==> src/rtl/mdu_pkg.sv <==
// mdu_pkg: shared state encoding, op codes and sizing helper for the iterative multiply/divide unit
package mdu_pkg;
  typedef enum logic [1:0] {IDLE, RUN, DONE} stateT;
  localparam logic MDU_MUL = 1'b0;
  localparam logic MDU_DIV = 1'b1;
  function automatic int clog2(input int v);
    int r = 0;
    while ((1 << r) < v) r++;
    return (r < 1) ? 1 : r;
  endfunction
endpackage

==> src/rtl/mdu_sign_unit.sv <==
// mdu_sign_unit: operand magnitudes on entry and sign correction of the unsigned core result on exit
module mdu_sign_unit import mdu_pkg::*; #(
  parameter int W = 32
) (
  input  logic [W-1:0]   a,
  input  logic [W-1:0]   b,
  input  logic           sign,
  output logic [W-1:0]   aMag,
  output logic [W-1:0]   bMag,
  output logic           aNeg,
  output logic           bNeg,
  input  logic           op,
  input  logic           negRes,
  input  logic           negRem,
  input  logic [2*W-1:0] res,
  output logic [W-1:0]   hi,
  output logic [W-1:0]   lo
);
  logic [2*W-1:0] prod;
  assign aNeg = sign & a[W-1];
  assign bNeg = sign & b[W-1];
  assign aMag = aNeg ? -a : a;
  assign bMag = bNeg ? -b : b;
  assign prod = negRes ? -res : res;
  assign lo = (op == MDU_DIV) ? (negRes ? -res[W-1:0] : res[W-1:0]) : prod[W-1:0];
  assign hi = (op == MDU_DIV) ? (negRem ? -res[2*W-1:W] : res[2*W-1:W]) : prod[2*W-1:W];
endmodule

==> src/rtl/mdu_iter.sv <==
// mdu_iter: iterative multiply/divide unit producing HI/LO with stall, flush and divide-by-zero flag
module mdu_iter import mdu_pkg::*; #(
  parameter int WIDTH    = 32,
  parameter bit FAST_MUL = 1'b0
) (
  input  logic             clk,
  input  logic             rst,
  input  logic             start_i,
  input  logic             op_i,
  input  logic             sign_i,
  input  logic [WIDTH-1:0] a_i,
  input  logic [WIDTH-1:0] b_i,
  input  logic             cancel_i,
  output logic             busy_o,
  output logic             done_o,
  output logic [WIDTH-1:0] hi_o,
  output logic [WIDTH-1:0] lo_o,
  output logic             dbz_o
);
  localparam int CW = clog2(WIDTH);
  stateT state;
  logic [CW-1:0] cnt;
  logic [2*WIDTH:0] pr, prNext, divShift;
  logic [2*WIDTH-1:0] fastProd;
  logic [WIDTH:0] mulSum, divTrial;
  logic [WIDTH-1:0] aMagIn, bMagIn, aMagR, bMagR, aOrig, hiRes, loRes;
  logic opR, negRes, negRem, aNegIn, bNegIn, accept, lastStep, dbzNow;

  assign accept   = start_i & ~cancel_i & (state != RUN);
  assign busy_o   = (state == RUN) | accept;
  assign lastStep = (FAST_MUL && opR == MDU_MUL) || cnt == CW'(WIDTH - 1);
  assign dbzNow   = (opR == MDU_DIV) && (bMagR == '0);

  mdu_sign_unit #(.W(WIDTH)) signUnit (
    .a(a_i), .b(b_i), .sign(sign_i), .aMag(aMagIn), .bMag(bMagIn), .aNeg(aNegIn), .bNeg(bNegIn),
    .op(opR), .negRes(negRes), .negRem(negRem), .res(prNext[2*WIDTH-1:0]), .hi(hiRes), .lo(loRes)
  );

  // one datapath step: shift-add multiply or restoring divide (the shifted-out bit forces a subtract)
  always_comb begin
    fastProd = aMagR * bMagR;
    mulSum   = {1'b0, pr[2*WIDTH-1:WIDTH]} + {1'b0, {WIDTH{pr[0]}} & aMagR};
    divShift = {pr[2*WIDTH-1:0], 1'b0};
    divTrial = divShift[2*WIDTH:WIDTH] - {1'b0, bMagR};
    prNext   = (opR == MDU_DIV) ? ((pr[2*WIDTH] | ~divTrial[WIDTH]) ? {divTrial, divShift[WIDTH-1:1], 1'b1} : divShift)
             : FAST_MUL ? {1'b0, fastProd} : {1'b0, mulSum, pr[WIDTH-1:1]};
  end

  // FSM, step counter, operand latches and registered results
  always_ff @(posedge clk or negedge rst) begin
    if (!rst) begin
      state  <= IDLE;
      cnt    <= '0;
      pr     <= '0;
      aMagR  <= '0;
      bMagR  <= '0;
      aOrig  <= '0;
      opR    <= MDU_MUL;
      negRes <= 1'b0;
      negRem <= 1'b0;
      done_o <= 1'b0;
      hi_o   <= '0;
      lo_o   <= '0;
      dbz_o  <= 1'b0;
    end else begin
      done_o <= 1'b0;
      if (accept) begin
        state  <= RUN;
        cnt    <= '0;
        opR    <= op_i;
        aMagR  <= aMagIn;
        bMagR  <= bMagIn;
        aOrig  <= a_i;
        negRes <= aNegIn ^ bNegIn;
        negRem <= aNegIn;
        pr     <= {{(WIDTH + 1){1'b0}}, (op_i == MDU_DIV) ? aMagIn : bMagIn};
      end else if (state == RUN) begin
        if (cancel_i) begin
          state <= IDLE;
        end else begin
          pr  <= prNext;
          cnt <= cnt + 1'b1;
          if (lastStep) begin
            state  <= DONE;
            done_o <= 1'b1;
            dbz_o  <= dbzNow;
            hi_o   <= dbzNow ? aOrig : hiRes;
            lo_o   <= dbzNow ? '1 : loRes;
          end
        end
      end else begin
        state <= IDLE;
      end
    end
  end
endmodule

==> config.mk <==
export PLATFORM = sky130hd
export DESIGN_NAME = mdu_iter
export DESIGN_NICKNAME = d
export VERILOG_FILES = /design/src/rtl/mdu_pkg.sv /design/src/rtl/mdu_sign_unit.sv /design/src/rtl/mdu_iter.sv
export SDC_FILE = /design/constraint.sdc
export NUM_CORES = 1
export LEC_CHECK = 0
export BUFFER_PORTS_ARGS = -buffer_cell sky130_fd_sc_hd__buf_2
export CAP_MARGIN = 20
export CORE_MARGIN = 1.5
export CORE_UTILIZATION = 55
export CTS_BUF_LIST = sky130_fd_sc_hd__clkbuf_2
export CTS_CLUSTER_DIAMETER = 50
export DETAILED_ROUTE_END_ITERATION = 12
export HOLD_SLACK_MARGIN = 0.08
export PLACE_DENSITY_LB_ADDON = 0.12
export REMOVE_ABC_BUFFERS = 1
export SKIP_LAST_GASP = 1
export SLEW_MARGIN = 10
export SYNTH_ARGS = -nofsm -noshare
export SYNTH_HDL_FRONTEND = slang
export SYNTH_SLANG_ARGS = --single-unit
==> constraint.sdc <==
create_clock -name clk -period 5.9 [get_ports clk]
set_input_delay 0.885 -clock clk [delete_from_list [all_inputs] [get_ports clk]]
set_output_delay 0.885 -clock clk [all_outputs]
set_load 0.005 [all_outputs]
==> metrics, run 1 <==
outcome=completed; worst-case reg-to-reg path depth=16; FILL cells=approximately 2900; initial antenna violation count=1; yosys warns=0; RR Startpoint=pr[31]; Max VDD drop=219.1 µV; PortBufs=136; drt initial violations=approximately 2100; Row Count=65; PwrDens=510.8 mW/mm²; DRC viols=0; area fraction of the dominant cell type after synthesis=33.58%; vias per cell=6.435; critical path arrival=between 6 and 7 ns; die area=0.03305 mm²; Slew @ Worst Pin=1.075 ns; chip height=around 180 µm; CTS Root Cell=clkbuf_2; R2R Setup Slk=0.51 ns; # H-tree levels=3; FF+latch count, synth=236; initial core utilization=between 50% and 60%; final setup margin=around 0.5 ns; register area=between 0.005 and 0.006 mm²; crit path to=hi_o[25]; crit path time final=5.392 ns; synth top area cells=dfrtp_1, nand2_1, a21oi_1; most used flip-flop cell after synthesis=dfrtp_1; TritonCTS buffer count=70; Max-Cap Viols=0; Fin. Hold Viols=0; hold crit path type=input pin to register; # clock sinks=236; commonest non-fill, non-tap cell in the layout=nand2_1; syn_area_per_cell=between 7 and 8 µm²; Tcrit/Tclk final=91.39%; fmax=between 150 and 200 MHz; nets@finish=2492; vias in the first global route=approximately 17000; multi-input logic area=0.01095 mm²; Synth cell types=83; CP startpoint kind=register; pin count of the biggest net entering global routing=approximately 120; Placeable Area=0.03147 mm²; Clock Latency Late Sink=around 0.95 ns; routability cong.=roughly 1; critical path class=register to register; Clock Skew=between 0.07 and 0.08 ns; final wirelength=64.61 mm; CTS Buffer Depth=3; CTS tree=built; Slew headroom=28.34%; Critical Path End Type=register; asr flop ratio synth=100.0%; CP max FO=12; TNS Setup=0 ns; Worst-path clk slew=0.10 ns; Worst Setup SP=pr[31]; Yosys top cell by area=dfrtp_1; share of cells above drive strength 1=13.50%; Cell Area, Synth=between 0.015 and 0.02 mm²; first-pass GRT wire length=98.93 mm; RSZ-0062 raised after global routing=false; die width=roughly 180 µm; Slew Limit Fails=0; DR vias=around 18000; worst slack, placed=0.6999 ns; worst r2r dst=hi_o[25]; leakage=around 9 nW; dpl hpwl=47.87 mm; Post-synth EDFFs=0; setup violators final=0; sequential-to-total area share from yosys stat=33.58%; DRT antenna net count=0; GRT overflow=0; worst endpoint required time=between 6 and 7 ns; Area Growth Syn to Fin=9.456%; Mapped Cells=2229; most frequent cells in the layout=nand2_1, dfrtp_1, a21oi_1, o21ai_0, nor2_1; WL/cell=between 20 and 25 µm; GRT Total Usage=39.06%; DR pass1 iterations=6; I/O Pins=137
power by group:
group          internal, W  switching, W  leakage, nW
Combinational      0.00223       0.00401         5.63
Sequential         0.00192      0.000380         3.09
Clock             0.000528      0.000764        0.471
worst min-delay path by stage:
stage | slack (ns) | end | startpoint | cells past startpoint
global route | 0.20 | aOrig[20] | a_i[20] | 3
global placement | 0.45 | hi_o[1] | hi_o[1] | 2
finish | 0.20 | aOrig[11] | a_i[11] | 3
detailed placement | 0.46 | aMagR[27] | aMagR[27] | 2
floorplan | 0.44 | aOrig[12] | aOrig[12] | 2
CTS | 0.14 | aOrig[11] | a_i[11] | 3
Yosys cell counts, types with 25 or more instances:
cell type	instances
mux2i_1	39
nor4_1	25
clkbuf_1	98
nor2_1	166
ha_1	70
o21ai_0	175
a21oi_1	180
dfrtp_1	236
nor3_1	44
inv_1	75
nand3_1	108
and2_1	46
xnor2_1	95
xor2_1	69
nand2_1	378
o221ai_1	36
worst max-delay path, stage by stage, from the launching register on:
cell and delay, ns:
dfrtp_1 0.46, inv_1 0.07, ha_1 0.22, fa_1 0.43, nand2b_1 0.30, a2111oi_4 0.40
o21ai_2 0.18, a211oi_2 0.37, a221o_1 0.64, nor2_1 0.14, a311oi_1 0.73, nand2_1 0.26
nor4b_1 0.50, a31oi_1 0.20, xnor2_1 0.18, nand2_1 0.08, a21oi_1 0.14
logic make-up (layout without fill, tap and decap cells):
kind of cell	count (synthesis)	in the layout	share of synthesized area, %
xor gates and xnor gates	164	164	8.168
muxes	41	41	2.348
and+or+nand+nor	888	888	23.27
DFF	236	236	33.58
other	0	1	0
buffers and inverters	197	361	4.411
adders and majority gates	72	72	5.208
AOI/OAI and AO/OA	631	631	23.01
per-stage QoR:
stage | utilization (%) | hold WS, ns | total power (W) | cells | area, µm²
floorplan | - | 0.4374 | 0.006465 | 2107 | 17090
global placement | 59.09 | 0.4506 | 0.008311 | 2678 | 18600
detailed placement | 59.09 | 0.4550 | 0.008317 | 2678 | 18600
CTS | 61.06 | 0.1417 | 0.009648 | 2794 | 19220
global route | 61.16 | 0.2042 | 0.01041 | 2796 | 19250
finish | 61.16 | 0.2000 | 0.009833 | 2796 | 19250
layer usage:
metal	up-vias	track usage, %	share of wire (%)	routed length, µm
li1	8233	-	-	-
met1	8646	53.99	43	27700
met2	958	60.42	44	28720
met3	155	7.060	9.0	5812
met4	0	16.27	3.7	2376
met5	-	0	0	0
what timing repair did:
item	in CTS	in global routing
hold buffers	1	0
endpoints found under the hold margin	105	0
setup buffers	0	0
resized for setup	0	0
layout make-up:
cell class              instances  area share (%)
diodes                          1         0.01300
clock buffers                  98           2.548
clock inverters                17          0.6240
inverters                      75           1.463
multi-input cells            1796           56.90
flip-flops and latches        236           30.70
well taps                     402           2.613
repair buffers                171           5.135
flip-flops by register name, indices dropped and copies added, names as in the netlist:
name and flops:
negRes 1, aMagR 32, lo_o 32, dbz_o 1, pr 65, hi_o 32
negRem 1, bMagR 32, done_o 1, state 2, cnt 5, aOrig 31
opR 1
Note: power is estimated with default switching activity, not from simulation.
==> inputs of run 2 (changes only) <==
--- a/config.mk
+++ b/config.mk
@@ -14,7 +14,9 @@
 export DETAILED_ROUTE_END_ITERATION = 12
 export HOLD_SLACK_MARGIN = 0.08
 export PLACE_DENSITY_LB_ADDON = 0.12
+export RECOVER_POWER = 100
 export REMOVE_ABC_BUFFERS = 1
+export SKIP_CTS_REPAIR_TIMING = 1
 export SKIP_LAST_GASP = 1
 export SLEW_MARGIN = 10
 export SYNTH_ARGS = -nofsm -noshare
==> metrics, run 2 (synthesis results as in run 1) <==
Placeable Area=0.03147 mm² (unchanged); dpl hpwl=47.87 mm (unchanged); DR pass1 iterations=6 (unchanged); most frequent cells in the layout=nand2_1, dfrtp_1, a21oi_1, o21ai_0, nor2_1; WL met2=28.78 mm (+0.21%); initial core utilization=55.87% (unchanged); Tcrit/Tclk final=94.67% (+3.3 points); vias in the first global route=17070 (-0.041%); crit path max-delay cell type=a21oi_1; initial antenna violation count=1 (unchanged); WL/cell=23.13 µm (about the same); Area Growth Syn to Fin=8.452%; CP startpoint kind=register; vias per cell=6.429 (about the same); leakage=8.980 nW (-2.3%); Clock Skew=0.08361 ns (+0.009111 ns); TritonCTS buffer count=70 (unchanged); Post-Route M1 WL=27.47 mm (-0.83%); GRT Total Usage=39.04% (about the same); clock power share=13.3% (+0.2 points); Seq pwr share=23.6% (+0.2 points); Top Metal Used=met4; critical path class=register to register; Row Count=65 (unchanged); Slew @ Worst Pin=3.533 ns (+2.458 ns); Slew Limit Fails=385 (+385); setup violators final=0 (unchanged); Sw Share=52.64% (+0.23 points); routability cong.=0.9983 (unchanged); outcome=complete, but fails checks; Crit path max-delay family=compound AO/OA/AOI/OAI gates; Reg with most FFs=pr; nets@finish=2491 (-0.040%); chip height=181.8 µm (unchanged); pin count of the biggest net entering global routing=123 (unchanged); Slew headroom=-135.5% (-160 points); Int Pwr=0.004620 W (-1.3%); Logic pwr share=63.1% (-0.4 points); Largest stage delay, worst path=1.10 ns (+0.37 ns); RSZ-0062 raised after global routing=false; Sw Pwr=0.005134 W (-0.37%); failing checks=capacitance limit, slew limit; GRT overflow=0 (unchanged); die area=0.03305 mm² (unchanged); Clock Latency Late Sink=0.97 ns (+0.02 ns); CTS Buffer Depth=3 (unchanged); DRC viols=0 (unchanged); CTS Root Cell=clkbuf_2; share of cells above drive strength 1=11.29% (-2.2 points); Max-Cap Viols=6 (+6); critical path arrival=6.44 ns (+0.21 ns); fmax=179.0 MHz (-3.5%); CP max FO=12 (unchanged); met3 WL=5.976 mm (+2.8%); commonest non-fill, non-tap cell in the layout=nand2_1; hold crit path type=input pin to register; CP dominant cell by count=a21oi_1; drt initial violations=2083 (-0.71%); crit-path cells=inv_1 -> ha_1 -> fa_1 -> nand2b_1 -> a2111oi_4 -> o21ai_2 -> a21oi_1 -> o21ai_4 -> a21oi_1 -> buf_4 -> a221o_1 -> nor4b_1 -> and2_0 -> a41oi_1 -> xnor2_1 -> nand2_1 -> a31oi_1; DR vias=17970 (-0.13%); first-pass GRT wire length=98.89 mm (about the same); final wirelength=64.65 mm (about the same); Max VDD drop=222.7 µV (+1.7%); Core Util, Final=60.60% (-0.56 points); PortBufs=136 (unchanged); number of flip-flops in the largest register=65 (unchanged); crit path time final=5.585 ns (+0.1933 ns); # clock sinks=236 (unchanged); Fin. Hold Viols=0 (unchanged); worst hold slack=0.1789 ns (-0.02108 ns); PwrDens=511.4 mW/mm² (+0.12%); CTS tree=built; worst path bufs/invs=2 (+1); # H-tree levels=3 (unchanged); die width=181.8 µm (unchanged); FILL cells=2936 (+1.3%); Worst-path clk slew=0.10 ns (about the same); Critical Path End Type=register; worst endpoint required time=6.76 ns (+0.02 ns); I/O Pins=137 (unchanged); DRT antenna net count=0 (unchanged)
==> run 2: cell count changes in the layout (fill, tap and decap cells not counted), sizes merged <==
cell / delta
buf: -42
dlygate4sd3: -1
clkbuf: +42
==> run 2: worst reg2reg max path, stage by stage, from the launching register on <==
cell       delay [ns]
dfrtp_1          0.46
inv_1            0.07
ha_1             0.22
fa_1             0.44
nand2b_1         0.30
a2111oi_4        0.40
o21ai_2          0.18
a21oi_1          0.36
o21ai_4          0.14
a21oi_1          1.10
buf_4            0.38
a221o_1          0.34
nor4b_1          0.14
and2_0           0.25
a41oi_1          0.31
xnor2_1          0.19
nand2_1          0.09
a31oi_1          0.17
==> run 2: routing by layer <==
layer / GRT usage [%] / up-vias
met3: 7.060 / 157
met2: 60.35 / 979
met5: 0 / -
met4: 16.27 / 0
met1: 53.99 / 8601
li1: - / 8231
==> run 2: cell type report <==
| type | count | area (µm²) | area share [%] |
|---|---|---|---|
| Timing Repair Buffer | 170 | 863.3 | 4.527 |
| Antenna cell | 1 | 2.502 | 0.01312 |
| Clock inverter | 17 | 120.1 | 0.6298 |
| Tap cell | 402 | 503.0 | 2.637 |
| Clock buffer | 98 | 490.5 | 2.572 |
| Sequential cell | 236 | 5909 | 30.98 |
| Multi-Input combinational cell | 1796 | 10900 | 57.16 |
| Inverter | 75 | 281.5 | 1.476 |
==> run 2: final timing paths <==
check,start,endpoint,slack (ns),cells after the start
max in group asynchronous,rst,opR,2.81,1
setup reg to reg,pr[31],hi_o[23],0.31,17
setup / recovery,pr[31],hi_o[23],0.31,17
hold / removal,a_i[11],aOrig[11],0.18,3
hold reg to reg,aMagR[27],aMagR[27],0.48,2
min in group asynchronous,rst,pr[7],0.91,1
==> run 2: metrics by stage <==
stage	std cells	setup TNS [ns]	worst slack, ns	total power (W)	area, µm²
after floorplan	2107	-55.87	-1.895	0.006465	17090
after global placement	2678	0	0.6743	0.008311	18600
after detailed placement	2678	0	0.6999	0.008317	18600
after CTS	2793	0	0.6389	0.009647	19210
after global routing	2795	0	0.1411	0.01033	19070
final	2795	0	0.3145	0.009754	19070
==> run 2: power groups by stage <==
stage	Sequential [W]	Clock [W]	Combinational [W]
after global routing	0.00233	0.00138	0.00662
after floorplan	0.00220	0	0.00426
after detailed placement	0.00231	0	0.00600
after global placement	0.00230	0	0.00601
after CTS	0.00228	0.00131	0.00605
final	0.00230	0.00130	0.00615
